## src/rtl/multicycle_control_unit_if.sv

```systemverilog
// Control-side bundle of the multicycle datapath: instruction fields and ALU
// flags in, mux selects, ALU command and write enables out.
interface multicycle_control_unit_if;
  logic [3:0] cond;
  logic [1:0] op;
  logic [5:0] funct;
  logic [3:0] rd;
  logic [3:0] flags;
  logic       pc_write;
  logic       ir_write;
  logic       reg_write;
  logic       mem_write;
  logic       adr_src;
  logic       alu_src_a;
  logic [1:0] alu_src_b;
  logic [1:0] alu_control;
  logic [1:0] result_src;
  logic [1:0] imm_src;
  logic [1:0] reg_src;
  logic [3:0] state;

  modport slave (
    input  cond, op, funct, rd, flags,
    output pc_write, ir_write, reg_write, mem_write, adr_src, alu_src_a,
           alu_src_b, alu_control, result_src, imm_src, reg_src, state
  );

  modport master (
    output cond, op, funct, rd, flags,
    input  pc_write, ir_write, reg_write, mem_write, adr_src, alu_src_a,
           alu_src_b, alu_control, result_src, imm_src, reg_src, state
  );
endinterface

```

## src/rtl/multicycle_control_unit.sv

```systemverilog
// Moore sequencer for the multicycle ARM-subset datapath, holding the NZCV
// flag register and gating every architectural write on the condition field.
module multicycle_control_unit (
  input  logic                       clk,
  input  logic                       rst,
  multicycle_control_unit_if.slave   ctl
);

  typedef enum logic [3:0] {
    S_FETCH    = 4'd0,
    S_DECODE   = 4'd1,
    S_MEMADR   = 4'd2,
    S_MEMREAD  = 4'd3,
    S_MEMWB    = 4'd4,
    S_MEMWRITE = 4'd5,
    S_EXECUTER = 4'd6,
    S_EXECUTEI = 4'd7,
    S_ALUWB    = 4'd8,
    S_BRANCH   = 4'd9
  } state_e;

  state_e     state_q, state_d;
  logic [3:0] nzcv_q, nzcv_d;

  logic       cond_ex_s;
  logic [1:0] dp_alu_s;
  logic       no_write_s;
  logic       set_flags_s;
  logic       cv_en_s;
  logic       is_execute_s;

  logic       pc_we_s, ir_we_s, reg_we_s, mem_we_s;
  logic       adr_src_s, alu_src_a_s;
  logic [1:0] alu_src_b_s, alu_control_s, result_src_s;
  logic [1:0] imm_src_s, reg_src_s;

  function automatic logic cond_check(input logic [3:0] c, input logic [3:0] f);
    logic n, z, cy, v;
    {n, z, cy, v} = f;
    case (c)
      4'b0000: return z;
      4'b0001: return !z;
      4'b0010: return cy;
      4'b0011: return !cy;
      4'b0100: return n;
      4'b0101: return !n;
      4'b0110: return v;
      4'b0111: return !v;
      4'b1000: return cy && !z;
      4'b1001: return !cy || z;
      4'b1010: return n == v;
      4'b1011: return n != v;
      4'b1100: return !z && (n == v);
      4'b1101: return z || (n != v);
      4'b1110: return 1'b1;
      default: return 1'b0;
    endcase
  endfunction

  assign cond_ex_s    = cond_check(ctl.cond, nzcv_q);
  assign is_execute_s = (state_q == S_EXECUTER) || (state_q == S_EXECUTEI);

  // Data-processing command decode; unknown commands run as a silent ADD.
  always_comb begin
    dp_alu_s    = 2'b00;
    no_write_s  = 1'b1;
    set_flags_s = 1'b0;
    cv_en_s     = 1'b0;
    case (ctl.funct[4:1])
      4'b0100: begin dp_alu_s = 2'b00; no_write_s = 1'b0; set_flags_s = ctl.funct[0]; cv_en_s = 1'b1; end
      4'b0010: begin dp_alu_s = 2'b01; no_write_s = 1'b0; set_flags_s = ctl.funct[0]; cv_en_s = 1'b1; end
      4'b0000: begin dp_alu_s = 2'b10; no_write_s = 1'b0; set_flags_s = ctl.funct[0]; end
      4'b1100: begin dp_alu_s = 2'b11; no_write_s = 1'b0; set_flags_s = ctl.funct[0]; end
      4'b1010: begin dp_alu_s = 2'b01; set_flags_s = 1'b1; cv_en_s = 1'b1; end
      default: begin end
    endcase
  end

  // State register.
  always_ff @(posedge clk or negedge rst) begin
    if (!rst) begin
      state_q <= S_FETCH;
    end else begin
      state_q <= state_d;
    end
  end

  // Flag register; logical ops leave C and V untouched.
  always_ff @(posedge clk or negedge rst) begin
    if (!rst) begin
      nzcv_q <= 4'b0000;
    end else begin
      nzcv_q <= nzcv_d;
    end
  end

  // Flag next value, loaded only by a passing flag-setting execute cycle.
  always_comb begin
    nzcv_d = nzcv_q;
    if (is_execute_s && set_flags_s && cond_ex_s) begin
      nzcv_d[3:2] = ctl.flags[3:2];
      if (cv_en_s) begin
        nzcv_d[1:0] = ctl.flags[1:0];
      end else begin
        nzcv_d[1:0] = nzcv_q[1:0];
      end
    end else begin
      nzcv_d = nzcv_q;
    end
  end

  // Next-state logic.
  always_comb begin
    state_d = S_FETCH;
    case (state_q)
      S_FETCH:  state_d = S_DECODE;
      S_DECODE: begin
        case (ctl.op)
          2'b00:   state_d = ctl.funct[5] ? S_EXECUTEI : S_EXECUTER;
          2'b01:   state_d = S_MEMADR;
          2'b10:   state_d = S_BRANCH;
          default: state_d = S_FETCH;
        endcase
      end
      S_MEMADR:   state_d = ctl.funct[0] ? S_MEMREAD : S_MEMWRITE;
      S_MEMREAD:  state_d = S_MEMWB;
      S_EXECUTER,
      S_EXECUTEI: state_d = no_write_s ? S_FETCH : S_ALUWB;
      default:    state_d = S_FETCH;
    endcase
  end

  // Moore output decode; only write enables and alu_control see the instruction.
  always_comb begin
    pc_we_s       = 1'b0;
    ir_we_s       = 1'b0;
    reg_we_s      = 1'b0;
    mem_we_s      = 1'b0;
    adr_src_s     = 1'b0;
    alu_src_a_s   = 1'b0;
    alu_src_b_s   = 2'b00;
    alu_control_s = 2'b00;
    result_src_s  = 2'b00;
    case (state_q)
      S_FETCH: begin
        ir_we_s      = 1'b1;
        pc_we_s      = 1'b1;
        alu_src_a_s  = 1'b1;
        alu_src_b_s  = 2'b10;
        result_src_s = 2'b10;
      end
      S_DECODE: begin
        alu_src_a_s  = 1'b1;
        alu_src_b_s  = 2'b10;
        result_src_s = 2'b10;
      end
      S_MEMREAD:  adr_src_s = 1'b1;
      S_MEMWB: begin
        result_src_s = 2'b01;
        if (ctl.rd == 4'd15) begin
          pc_we_s = cond_ex_s;
        end else begin
          reg_we_s = cond_ex_s;
        end
      end
      S_MEMWRITE: begin
        adr_src_s = 1'b1;
        mem_we_s  = cond_ex_s;
      end
      S_EXECUTER: begin
        alu_src_b_s   = 2'b01;
        alu_control_s = dp_alu_s;
      end
      S_EXECUTEI: alu_control_s = dp_alu_s;
      S_ALUWB: begin
        if (ctl.rd == 4'd15) begin
          pc_we_s = cond_ex_s;
        end else begin
          reg_we_s = cond_ex_s;
        end
      end
      S_BRANCH: begin
        result_src_s = 2'b10;
        pc_we_s      = cond_ex_s;
      end
      default: begin end
    endcase
  end

  // Immediate format and register-port steering follow the op field alone.
  always_comb begin
    case (ctl.op)
      2'b01:   imm_src_s = 2'b01;
      2'b10:   imm_src_s = 2'b10;
      default: imm_src_s = 2'b00;
    endcase
    reg_src_s = {(ctl.op == 2'b01) && !ctl.funct[0], ctl.op == 2'b10};
  end

  assign ctl.pc_write    = rst & pc_we_s;
  assign ctl.ir_write    = rst & ir_we_s;
  assign ctl.reg_write   = rst & reg_we_s;
  assign ctl.mem_write   = rst & mem_we_s;
  assign ctl.adr_src     = adr_src_s;
  assign ctl.alu_src_a   = alu_src_a_s;
  assign ctl.alu_src_b   = alu_src_b_s;
  assign ctl.alu_control = alu_control_s;
  assign ctl.result_src  = result_src_s;
  assign ctl.imm_src     = imm_src_s;
  assign ctl.reg_src     = reg_src_s;
  assign ctl.state       = state_q;

endmodule
```

## src/flat_wrapper.sv

```systemverilog
// flat-port wrapper written by rule: the top's interface ports become plain ports
module multicycle_control_unit_flat 
  (clk, rst, ctl_cond, ctl_op, ctl_funct, ctl_rd, ctl_flags, ctl_pc_write, ctl_ir_write, ctl_reg_write, ctl_mem_write, ctl_adr_src, ctl_alu_src_a, ctl_alu_src_b, ctl_alu_control, ctl_result_src, ctl_imm_src, ctl_reg_src, ctl_state);
  multicycle_control_unit_if ctl_i ();
  input  logic clk;
  input  logic rst;
  input wire logic [$bits(ctl_i.cond)-1:0] ctl_cond;
  input wire logic [$bits(ctl_i.op)-1:0] ctl_op;
  input wire logic [$bits(ctl_i.funct)-1:0] ctl_funct;
  input wire logic [$bits(ctl_i.rd)-1:0] ctl_rd;
  input wire logic [$bits(ctl_i.flags)-1:0] ctl_flags;
  output wire logic [$bits(ctl_i.pc_write)-1:0] ctl_pc_write;
  output wire logic [$bits(ctl_i.ir_write)-1:0] ctl_ir_write;
  output wire logic [$bits(ctl_i.reg_write)-1:0] ctl_reg_write;
  output wire logic [$bits(ctl_i.mem_write)-1:0] ctl_mem_write;
  output wire logic [$bits(ctl_i.adr_src)-1:0] ctl_adr_src;
  output wire logic [$bits(ctl_i.alu_src_a)-1:0] ctl_alu_src_a;
  output wire logic [$bits(ctl_i.alu_src_b)-1:0] ctl_alu_src_b;
  output wire logic [$bits(ctl_i.alu_control)-1:0] ctl_alu_control;
  output wire logic [$bits(ctl_i.result_src)-1:0] ctl_result_src;
  output wire logic [$bits(ctl_i.imm_src)-1:0] ctl_imm_src;
  output wire logic [$bits(ctl_i.reg_src)-1:0] ctl_reg_src;
  output wire logic [$bits(ctl_i.state)-1:0] ctl_state;
  assign ctl_i.cond = ctl_cond;
  assign ctl_i.op = ctl_op;
  assign ctl_i.funct = ctl_funct;
  assign ctl_i.rd = ctl_rd;
  assign ctl_i.flags = ctl_flags;
  assign ctl_pc_write = ctl_i.pc_write;
  assign ctl_ir_write = ctl_i.ir_write;
  assign ctl_reg_write = ctl_i.reg_write;
  assign ctl_mem_write = ctl_i.mem_write;
  assign ctl_adr_src = ctl_i.adr_src;
  assign ctl_alu_src_a = ctl_i.alu_src_a;
  assign ctl_alu_src_b = ctl_i.alu_src_b;
  assign ctl_alu_control = ctl_i.alu_control;
  assign ctl_result_src = ctl_i.result_src;
  assign ctl_imm_src = ctl_i.imm_src;
  assign ctl_reg_src = ctl_i.reg_src;
  assign ctl_state = ctl_i.state;
  multicycle_control_unit u_core (.clk(clk), .rst(rst), .ctl(ctl_i));
endmodule
```

## config.mk

```make
export PLATFORM = sky130hd
export DESIGN_NAME = multicycle_control_unit_flat
export DESIGN_NICKNAME = d
export VERILOG_FILES = /design/src/rtl/multicycle_control_unit_if.sv /design/src/rtl/multicycle_control_unit.sv /design/src/flat_wrapper.sv
export SDC_FILE = /design/constraint.sdc
export NUM_CORES = 1
export LEC_CHECK = 0
export ABC_CLOCK_PERIOD_IN_PS = 2850
export BUFFER_PORTS_ARGS = -buffer_cell sky130_fd_sc_hd__buf_2
export CAP_MARGIN = 20
export CORE_UTILIZATION = 44
export CTS_CLUSTER_SIZE = 40
export DETAILED_ROUTE_END_ITERATION = 10
export PLACE_DENSITY = 0.86
export SLEW_MARGIN = 20
export SYNTH_ARGS = -nofsm -noshare
export SYNTH_HDL_FRONTEND = slang
export SYNTH_SLANG_ARGS = --single-unit
export TNS_END_PERCENT = 20
```

## constraint.sdc

```tcl
create_clock -name clk -period 2.85 [get_ports clk]
set_input_delay 0 -clock clk [delete_from_list [all_inputs] [get_ports clk]]
set_output_delay 0 -clock clk [all_outputs]
set_load 0.05 [all_outputs]
```

==> PnR_summary.wiki <==
{| class="wikitable"
! Metric !! Value
|-
| Worst-case hold path end point || u_core.ctl.state[3]
|-
| Total inserted antenna cells || 0
|-
| Max cap viols || 0
|-
| Floorplan die width || 44.7 um
|-
| Most common library cell in the layout ignoring fill and taps || buf_2
|-
| Portion of netlist area occupied by mux cells || 0.0906
|-
| Total global-route track usage || 0.205
|-
| Setup slack after layout || 646 ps
|-
| Standard cell core area || 1710 um^2
|-
| Number of H-tree levels || 1
|-
| Top cell type's share of synthesized area || 0.250
|-
| Critical Path Fanout Max || 7
|-
| Total DRC errors in the routed layout || 0
|-
| Number of stages on the worst hold path || 2
|-
| Resized Gates After CTS || 0
|-
| Average via count per standard cell || 5.30
|-
| Main area contributors after synthesis || dfrtp_1 (25%), nor2_1 (4.7%), nor3_1 (4.4%), xnor2_1 (4.4%), a21oi_1 (3.8%)
|-
| Most common flop cell mapped by yosys || dfrtp_1
|-
| Number of top-level pins || 42
|-
| Detail Placement HPWL || 1520 um
|-
| FF+latch count, synth || 8
|-
| Initial standard-cell utilization of the core || 0.469
|-
| Fraction of layout cells with a size suffix above 1 || 0.393
|-
| Core Util, Final || 0.625
|-
| Total global routing overflow || 0
|-
| Row cnt || 15
|-
| Count of flip-flops with a built-in enable after synthesis || 0
|-
| Area delta synth->final || 33.3%
|-
| Summed negative setup slack over all endpoints || 0 ps
|-
| Seq. cell area || 200 um^2
|-
| Port Buffers || 41
|-
| Result of the run || finished clean
|-
| Sort of element at the start of the critical path || register
|-
| Count of buffers added by post-CTS timing repair for setup || 0
|-
| RSZ-0062 raised after global routing || no
|-
| Cell taking the most area after synthesis || dfrtp_1
|-
| Clk_skew || 3.03 ps
|-
| Startpoint of the lowest-slack register-to-register path || u_core.ctl.state[3]
|-
| Number of buffers created by CTS || 3
|-
| Drt first-iter violations || 16
|-
| Worst flop-to-flop path endpoint || u_core.nzcv_q[3]
|-
| Static power due to leakage || 0.000527 uW
|-
| Top library cells by usage in the layout, fill and taps aside || buf_2 (41), nor2_1 (10), dfrtp_1 (8)
|-
| Measured slew at the worst slew-check pin || 347 ps
|-
| Share of async-settable or async-resettable flops after synthesis || 1.00
|-
| Vert. Die Dim || 44.7 um
|-
| Multi-input combinational cell area || 543 um^2
|-
| Worst IR Drop VDD || 0.559 mV
|-
| R2R setup slack || 650 ps
|-
| NumNets Final || 164
|-
| Number of cells produced by synthesis || 97
|-
| TritonCTS clock tree || done
|-
| Library cells used by synthesis || 43
|-
| CTS sink count || 8
|-
| Number of buffers inserted for hold repair after clock tree synthesis || 5
|-
| Weighted congestion at the end of routability-driven global placement || 0.909
|-
| Endpoint type of the worst setup path || register
|-
| Number of warning messages in the yosys log || 0
|-
| Start point of the critical path || u_core.ctl.state[3]
|-
| Post-layout minimum cycle time || 2200 ps
|-
| Signal arrival time at the worst endpoint || 2340 ps
|-
| Post-synthesis instance area || 801 um^2
|-
| Post-detailed-route count of antenna-violating nets || 0
|-
| Maximum number of pins on one net before global-route repair || 14
|-
| Count of filler cells inserted in the layout || 143
|-
| Worst-Skew Late Latency || 250 ps
|-
| Area enclosed by the die boundary || 1990 um^2
|-
| Relative max-transition margin || 0.769
|-
| Endpoints failing hold || 0
|-
| Startpoint of the lowest-slack hold path || ctl_op[1]
|-
| Dominant combinational cell family by area after synthesis || simple AND/OR/NAND/NOR gates
|-
| Root Buffer Master || clkbuf_4
|-
| Clock transition at the register clock pins on the worst setup and hold paths after CTS || 50 ps
|-
| Via Count || 874
|-
| Number of setup violations in the final report || 0
|-
| Average detailed-routed wire length per instance || 11.8 um
|-
| Initial antenna violation count || 0
|-
| Per-instance average area after synthesis || 8.26 um^2
|-
| Adder and majority gate portion of the synthesized area || 0
|-
| Simple-gate share of the synthesized area || 0.363
|-
| First-pass DRT Iterations || 4
|-
| Max Root-Sink Buffers || 2
|-
| Worst slack at placement || 671 ps
|-
| Detailed-route wire length || 1940 um
|-
| Fin crit share || 0.773
|-
| Via count of the first global-routing pass || 697
|-
| Required @ worst endpoint || 2990 ps
|-
| Peak Freq || 0.454 GHz
|-
| Logic depth of the worst register-to-register path || 5
|-
| Path type of the worst min-delay path || input port to register
|-
| Post-synthesis xor/xnor area fraction || 0.0656
|-
| Sequential fraction of the synthesis area || 0.250
|-
| Compound-Gate Fraction of Synth Area || 0.159
|-
| Final Slew Violations || 0
|-
| Number of nets in the synthesized netlist || 119
|-
| Wire length of the first global-routing pass || 2900 um
|-
| Crit Path Category || register to register
|-
| Total power divided by cell area || 972 nW/um^2
|}
## stage by stage
step                      instances  hold WS, ps  instance area, um^2  total power [uW]
after floorplan                  97         -296                  801               793
after global placement          157         -150                  995               927
after detailed placement        157         -145                  995               943
after CTS                       165         65.6                 1070              1040
after global routing            165         90.9                 1070              1100
final                           165         67.2                 1070              1040
## per-layer routing
metal,up-vias,wire [um],GRT usage
li1,445,-,-
met1,399,861,0.244
met2,26,980,0.321
met3,4,70,0.0408
met4,0,30,0.158
met5,-,0,0
## state kept, by name (all words and copies together) (netlist names)
| name | flops |
|---|---|
| u_core.ctl.state | 4 |
| u_core.nzcv_q | 4 |
## how the worst max path moves through the flow
stage | end
finish | u_core.nzcv_q[3]
global route | u_core.nzcv_q[3]
CTS | u_core.nzcv_q[3]
detailed placement | u_core.nzcv_q[3]
global placement | u_core.nzcv_q[3]
floorplan | ctl_pc_write
## cell usage after synthesis, drive strengths merged, types with 2 or more instances
master and instances:
nand3b 3, a31oi 2, buf 4, nor3b 2, nor4 2, mux2i 2, xor2 2, inv 4
a21oi 7, or2 3, xnor2 4, dfrtp 8, clkbuf 2, mux2 4, nand2 5, nand2b 4
nor2b 2, o32a 2, o21ai 3, nor2 10, nor3 7
## where the power goes
group / switching (uW) / internal, uW / leakage (uW)
registers: 78.0 / 152 / 0.000107
logic: 517 / 205 / 0.000406
clock network: 37.9 / 48.1 / 0.0000138
total: 633 / 404 / 0.000527
## worst max-delay path, stage by stage (launching register included)
cell      delay (ps)
dfrtp_1          450
nand2b_2         250
or3b_1           430
a21oi_2          150
or4b_4           500
mux2_4           310
## cell families (layout without fill, tap and decap cells)
logic type | count (synthesis) | count (layout)
AOI/OAI and AO/OA | 19 | 19
xor gates and xnor gates | 6 | 6
buffers and inverters | 10 | 53
DFF | 8 | 8
muxes | 6 | 6
and+or+nand+nor | 48 | 48
## area by class of cell
cell class,instances,share of cell area
Timing Repair Buffer,46,0.239
Clock buffer,3,0.0211
Inverter,4,0.0141
Sequential cell,8,0.188
Multi-Input combinational cell,79,0.509
Tap cell,25,0.0293
Power figures use the tool's default switching activity.
